--- config.mk ---
export PLATFORM = sky130hd
export DESIGN_NAME = float2int_serial
export DESIGN_NICKNAME = d
export VERILOG_FILES = /design/src/rtl/float2int_pkg.sv /design/src/rtl/f2i_shift_dp.sv /design/src/rtl/float2int_serial.sv
export SDC_FILE = /design/constraint.sdc
export NUM_CORES = 1
export LEC_CHECK = 0
export BUFFER_PORTS_ARGS = -buffer_cell sky130_fd_sc_hd__buf_4
export CAP_MARGIN = 10
export CORE_MARGIN = 10
export CORE_UTILIZATION = 55
export DETAILED_ROUTE_END_ITERATION = 10
export GPL_ROUTABILITY_DRIVEN = 0
export PLACE_DENSITY = 0.83
export SLEW_MARGIN = 10
export SYNTH_ARGS = -nofsm -noshare
export SYNTH_HDL_FRONTEND = slang
export SYNTH_HIERARCHICAL = 1
export SYNTH_SLANG_ARGS = --single-unit
--- constraint.sdc ---
create_clock -name clk -period 4.24 [get_ports clk]
set_input_delay 0.636 -clock clk [delete_from_list [all_inputs] [get_ports clk]]
set_output_delay 0.636 -clock clk [all_outputs]
set_load 0.1 [all_outputs]
--- src/rtl/float2int_pkg.sv ---
// float2int_pkg
// Shared definitions for the serial mini-float to integer decoder.
//   MW   : mantissa (fraction) width
//   EW   : exponent width
//   IW   : decoded integer width, MW+1+(2**EW-2)
//   CNTW : shift counter width
//   f2i_state_t : controller states IDLE / SHIFT / DONE
//   f2i_ref()   : golden combinational decode of one {E,M} word
package float2int_pkg;

  localparam int MW   = 4;
  localparam int EW   = 3;
  localparam int IW   = MW + 1 + (2**EW - 2);
  localparam int CNTW = $clog2(2**EW);

  typedef enum logic [1:0] {
    IDLE  = 2'd0,
    SHIFT = 2'd1,
    DONE  = 2'd2
  } f2i_state_t;

  // E==0 is the denormal range (value = M). Otherwise the hidden 1 sits
  // above M and the whole mantissa is scaled by 2**(E-1). With fill_mid the
  // result moves from the bottom of the bucket to its midpoint; that bit
  // always lands in the zero bits vacated by the shift, so OR equals ADD.
  function automatic logic [IW-1:0] f2i_ref(input logic [EW-1:0] e,
                                            input logic [MW-1:0] m,
                                            input logic          fill_mid = 1'b0);
    logic [IW-1:0] v;
    v = '0;
    if (e == '0) begin
      v = {{(IW-MW){1'b0}}, m};
    end else begin
      v = {{(IW-MW-1){1'b0}}, 1'b1, m} << (e - EW'(1));
      if (fill_mid && (e >= EW'(2))) begin
        v = v | (IW'(1) << (e - EW'(2)));
      end
    end
    return v;
  endfunction

endpackage

--- src/rtl/f2i_shift_dp.sv ---
// f2i_shift_dp
// Datapath of the serial decoder: accumulator, shift counter, latched
// exponent (for the midpoint), and the output register B.
//   clk, rst_n : clock, asynchronous active-low reset
//   i_load     : capture a new {E,M} word (acc, cnt, exponent)
//   i_e, i_m   : exponent / mantissa of the word being loaded
//   i_step     : shift acc left by one and decrement cnt
//   i_commit   : write B; from the load value when i_load is high,
//                otherwise from the final shift (plus midpoint)
//   o_last     : cnt==1, the current step is the final one
//   o_b        : decoded integer register
module f2i_shift_dp
  import float2int_pkg::*;
#(
  parameter int FILL_MID = 0
) (
  input  logic          clk,
  input  logic          rst_n,
  input  logic          i_load,
  input  logic [EW-1:0] i_e,
  input  logic [MW-1:0] i_m,
  input  logic          i_step,
  input  logic          i_commit,
  output logic          o_last,
  output logic [IW-1:0] o_b
);

  logic [IW-1:0]   r_acc;
  logic [IW-1:0]   r_b;
  logic [CNTW-1:0] r_cnt;
  logic [EW-1:0]   r_e;

  logic [IW-1:0]   w_load_val;
  logic [IW-1:0]   w_shift_val;
  logic [IW-1:0]   w_mid;
  logic [IW-1:0]   w_final;
  logic [CNTW-1:0] w_load_cnt;

  always_comb begin
    w_load_val  = '0;
    w_load_cnt  = '0;
    w_shift_val = r_acc << 1;
    w_mid       = '0;
    if (i_e == '0) begin
      w_load_val = {{(IW-MW){1'b0}}, i_m};
    end else begin
      w_load_val = {{(IW-MW-1){1'b0}}, 1'b1, i_m};
      w_load_cnt = CNTW'(i_e - EW'(1));
    end
    // Midpoint bit sits just below the lowest bit the shift can set.
    if ((FILL_MID != 0) && (r_e >= EW'(2))) begin
      w_mid = IW'(1) << (r_e - EW'(2));
    end
    w_final = w_shift_val | w_mid;
  end

  always_ff @(posedge clk or negedge rst_n) begin
    if (!rst_n) begin
      r_acc <= '0;
      r_cnt <= '0;
      r_e   <= '0;
      r_b   <= '0;
    end else begin
      if (i_load) begin
        r_acc <= w_load_val;
        r_cnt <= w_load_cnt;
        r_e   <= i_e;
      end else if (i_step) begin
        r_acc <= w_shift_val;
        r_cnt <= r_cnt - CNTW'(1);
      end
      if (i_commit) begin
        r_b <= i_load ? w_load_val : w_final;
      end
    end
  end

  assign o_last = (r_cnt == CNTW'(1));
  assign o_b    = r_b;

endmodule

--- src/rtl/float2int_serial.sv ---
// float2int_serial
// Serial decoder from the 7-bit {E,M} mini-float to an 11-bit unsigned
// integer, shifting one bit per cycle. Inverse of the int2float encoder.
//   clk, rst_n   : clock, asynchronous active-low reset
//   in_valid     : input word present
//   in_ready     : decoder takes {E,M} this cycle
//   E, M         : exponent / mantissa
//   out_valid    : B valid, held until out_ready
//   out_ready    : consumer takes B
//   B            : decoded integer
//   busy         : high while in SHIFT
//   o_dbg_state  : current controller state (f2i_state_t encoding)
//
// Handshake: a word moves across an interface on a rising edge where both
// valid and ready are high. Once out_valid is raised, B and out_valid stay
// unchanged until that transfer. in_ready never depends on in_valid; in
// DONE it follows out_ready, so a new word can replace the outgoing result
// on the same edge with no bubble.
module float2int_serial
  import float2int_pkg::*;
#(
  parameter int FILL_MID = 0
) (
  input  logic          clk,
  input  logic          rst_n,
  input  logic          in_valid,
  output logic          in_ready,
  input  logic [EW-1:0] E,
  input  logic [MW-1:0] M,
  output logic          out_valid,
  input  logic          out_ready,
  output logic [IW-1:0] B,
  output logic          busy,
  output logic [1:0]    o_dbg_state
);

  f2i_state_t r_state;
  f2i_state_t w_next;

  logic w_in_ready;
  logic w_out_valid;
  logic w_busy;
  logic w_load;
  logic w_step;
  logic w_commit;
  logic w_last;

  always_ff @(posedge clk or negedge rst_n) begin
    if (!rst_n) begin
      r_state <= IDLE;
    end else begin
      r_state <= w_next;
    end
  end

  always_comb begin
    w_next      = r_state;
    w_in_ready  = 1'b0;
    w_out_valid = 1'b0;
    w_busy      = 1'b0;
    w_load      = 1'b0;
    w_step      = 1'b0;
    w_commit    = 1'b0;
    case (r_state)
      IDLE: begin
        w_in_ready = 1'b1;
      end
      SHIFT: begin
        w_busy = 1'b1;
        w_step = 1'b1;
        if (w_last) begin
          w_commit = 1'b1;
          w_next   = DONE;
        end
      end
      DONE: begin
        w_out_valid = 1'b1;
        w_in_ready  = out_ready;
        if (out_ready) begin
          w_next = IDLE;
        end
      end
      default: begin
        w_next = IDLE;
      end
    endcase

    // Accept path shared by IDLE and DONE. E<=1 needs no shifting, so B
    // is written straight from the load value.
    if (in_valid && w_in_ready) begin
      w_load = 1'b1;
      if (E <= EW'(1)) begin
        w_commit = 1'b1;
        w_next   = DONE;
      end else begin
        w_next = SHIFT;
      end
    end
  end

  f2i_shift_dp #(
    .FILL_MID (FILL_MID)
  ) u_dp (
    .clk      (clk),
    .rst_n    (rst_n),
    .i_load   (w_load),
    .i_e      (E),
    .i_m      (M),
    .i_step   (w_step),
    .i_commit (w_commit),
    .o_last   (w_last),
    .o_b      (B)
  );

  assign in_ready    = w_in_ready;
  assign out_valid   = w_out_valid;
  assign busy        = w_busy;
  assign o_dbg_state = r_state;

endmodule

==> impl_metrics.env <==
export IMPL_max_stage_delay_ns=0.47
export IMPL_avgSynthCellArea_um2=10.40
export IMPL_stdcell_count=178
export IMPL_die_area_mm2=0.004734
export IMPL_synth_distinct_cells=35
export IMPL_area_growth_pct=18.24
export IMPL_grt_max_degree=34
export IMPL_crit_arrival_ns=1.92
export IMPL_grt_ovfl_total=0
export IMPL_numCtsBuffers=3
export IMPL_cts_sinks=26
export IMPL_finClkSkew_ns=0.0009982
export IMPL_clockBufferDepth=2
export IMPL_cts_root_buf="clkbuf_4"
export IMPL_die_x_um=68.81
export IMPL_async_reset_ff_share_pct=100.0
export IMPL_crit_path_top_delay_cell="inv_1"
export IMPL_drc=0
export IMPL_yosysWarningCount=6
export IMPL_drt_pass1_iterations=4
export IMPL_endpoint_kind="primary output"
export IMPL_drtIter0Drc=23
export IMPL_period_needed_ns=2.561
export IMPL_dpl_hpwl_um=1757
export IMPL_n_antenna_cell=0
export IMPL_drive_gt1_share_pct=26.67
export IMPL_fin_nets=166
export IMPL_port_buffers=26
export IMPL_totalWireLength_um=2345
export IMPL_grt_pass1_vias=899
export IMPL_cts_clk_slew_worst_paths_ns=0.13
export IMPL_post_cts_setup_buffers=0
export IMPL_viasPerCell=5.197
export IMPL_tns_ns=0
export IMPL_maxCapViolCount=0
export IMPL_detail_route_antenna_nets=0
export IMPL_antenna_found_initial=0
export IMPL_hold_viol_final=0
export IMPL_post_cts_resized=0
export IMPL_dieHeight_um=68.81
export IMPL_setup_viol=0
export IMPL_clock_latency_ns=0.31
export IMPL_vias=925
export IMPL_netlist_area_mm2=0.001310
export IMPL_dp_cells=174
export IMPL_track_usage_pct=10.32
export IMPL_syn_num_nets=141
export IMPL_initial_core_util_pct=58.66
export IMPL_fmax_mhz=390.5
export IMPL_critPathLaunchType="flip-flop"
export IMPL_post_route_util_pct=69.36
export IMPL_core_area_mm2=0.002233
export IMPL_htree_levels=1
export IMPL_ys_flop_type="dfrtp_1"
export IMPL_rows=17
export IMPL_holdCritPathClass="input port to async pin"
export IMPL_crit_chain="or2b_1 -> inv_1 -> buf_4"
export IMPL_cpLargestDelayFamily="buffers and inverters"
export IMPL_cp_data_required_time_ns=3.60
export IMPL_synth_seq_cells=26
export IMPL_slew_headroom_pct=28.22
export IMPL_slew_violations=0
export IMPL_ioPinCount=27
export IMPL_status="finished clean"
export IMPL_crit_start="o_dbg_state[0]$_DFFE_PN0P_"
export IMPL_reg2reg_from="o_dbg_state[0]$_DFFE_PN0P_"
export IMPL_wire_per_inst_um=13.17
export IMPL_path_max_fanout=16
export IMPL_min_period_over_period_pct=60.39
export IMPL_ys_seq_area_share_pct=49.67
export IMPL_dpl_worst_slack_ns=1.769
export IMPL_critPathBufInv=2
export IMPL_synthCells=126
export IMPL_grt_pass1_wl_um=3822
export IMPL_finalWorstSetupSlack_ns=1.679
export IMPL_tightest_slew_ns=1.075
export IMPL_synth_edff_count=0
export IMPL_cts_tree="yes"
export IMPL_rsz0062_at_grt="false"
export IMPL_critical_path_class="flip-flop to primary output"
export IMPL_ctsHoldBuffers=0
[registers in the layout, summed over array words and instances (netlist names)]
signal       cells
u_dp/r_cnt       3
o_dbg_state      2
u_dp/r_acc      10
u_dp/o_b        11
[final cells by class]
cell class                      count  area (um^2)
Fill cell                         173        684.4
Tap cell                           28        35.03
Clock buffer                        4        36.28
Inverter                           12        45.04
Timing Repair Buffer               26        195.2
Sequential cell                    26        650.6
Multi-Input combinational cell     82        586.8
[routing by layer]
metal,vias to the layer above,global-route usage [%],part of all wire (%)
met3,2,2.254,4.3
met5,-,0,0
met2,11,17.86,51
met1,439,12.30,44
li1,473,-,-
met4,0,3.695,0.60
[final timing paths]
check,to,slack (ns),depth (start not counted)
min,u_dp/r_cnt[1]$_DFFE_PN0P_,0.20,1
max in group asynchronous,o_dbg_state[1]$_DFFE_PN0P_,3.80,1
min in group clk,u_dp/o_b[5]$_DFFE_PN0P_,0.53,2
max reg2reg,u_dp/r_cnt[2]$_DFFE_PN0P_,2.06,4
max,busy,1.68,3
min reg2reg,u_dp/o_b[5]$_DFFE_PN0P_,0.53,2
[cell families (layout without fill, tap and decap cells)]
kind of cell | Yosys count | after routing | synth area share [%]
buffers and inverters | 18 | 42 | 6.781
adders and majority gates | 4 | 4 | 3.821
DFF | 26 | 26 | 49.67
xor gates and xnor gates | 1 | 1 | 0.6687
muxes | 9 | 9 | 6.972
AOI/OAI and AO/OA | 23 | 23 | 12.23
and+or+nand+nor | 45 | 45 | 19.87
[Yosys cell counts (2+ instances only)]
| master | count | area, um^2 |
|---|---|---|
| o21ai_0 | 8 | 40.04 |
| inv_1 | 12 | 45.04 |
| nand2b_1 | 4 | 25.02 |
| or2_2 | 2 | 12.51 |
| a31oi_1 | 3 | 18.77 |
| nor2b_1 | 6 | 37.54 |
| o21a_1 | 2 | 15.01 |
| o21ai_2 | 2 | 17.52 |
| ha_1 | 4 | 50.05 |
| nand3b_1 | 7 | 52.55 |
| buf_6 | 2 | 22.52 |
| nand2_1 | 5 | 18.77 |
| mux2i_1 | 8 | 80.08 |
| dfrtp_1 | 26 | 650.6 |
| buf_2 | 2 | 10.01 |
| nand3_1 | 2 | 10.01 |
| nor2_1 | 13 | 48.80 |
[per-stage QoR]
stage,cell area (um^2),hold slack (ns)
3_5_place_dp,1504,0.5158
6_report,1549,0.2022
2_1_floorplan,1310,0.3404
3_3_place_gp,1504,0.4933
5_1_grt,1549,0.1961
4_1_cts,1540,0.2046
[cells in the final DEF, fill, tap and decap left out, types with 2 or more instances in the layout]
master     n
or2_2      2
inv_1     12
o21a_1     2
a31oi_1    3
mux2i_1    8
nor2b_1    6
o21ai_2    2
clkbuf_4   3
nand3_1    2
buf_4     26
dfrtp_1   26
o21ai_0    8
nand2b_1   4
nand2_1    5
nor2_1    12
nand3b_1   7
ha_1       4
Power is left out: the tool's default activity adds up to more than one toggle a clock period on the data nets, which glitch-free logic cannot reach.
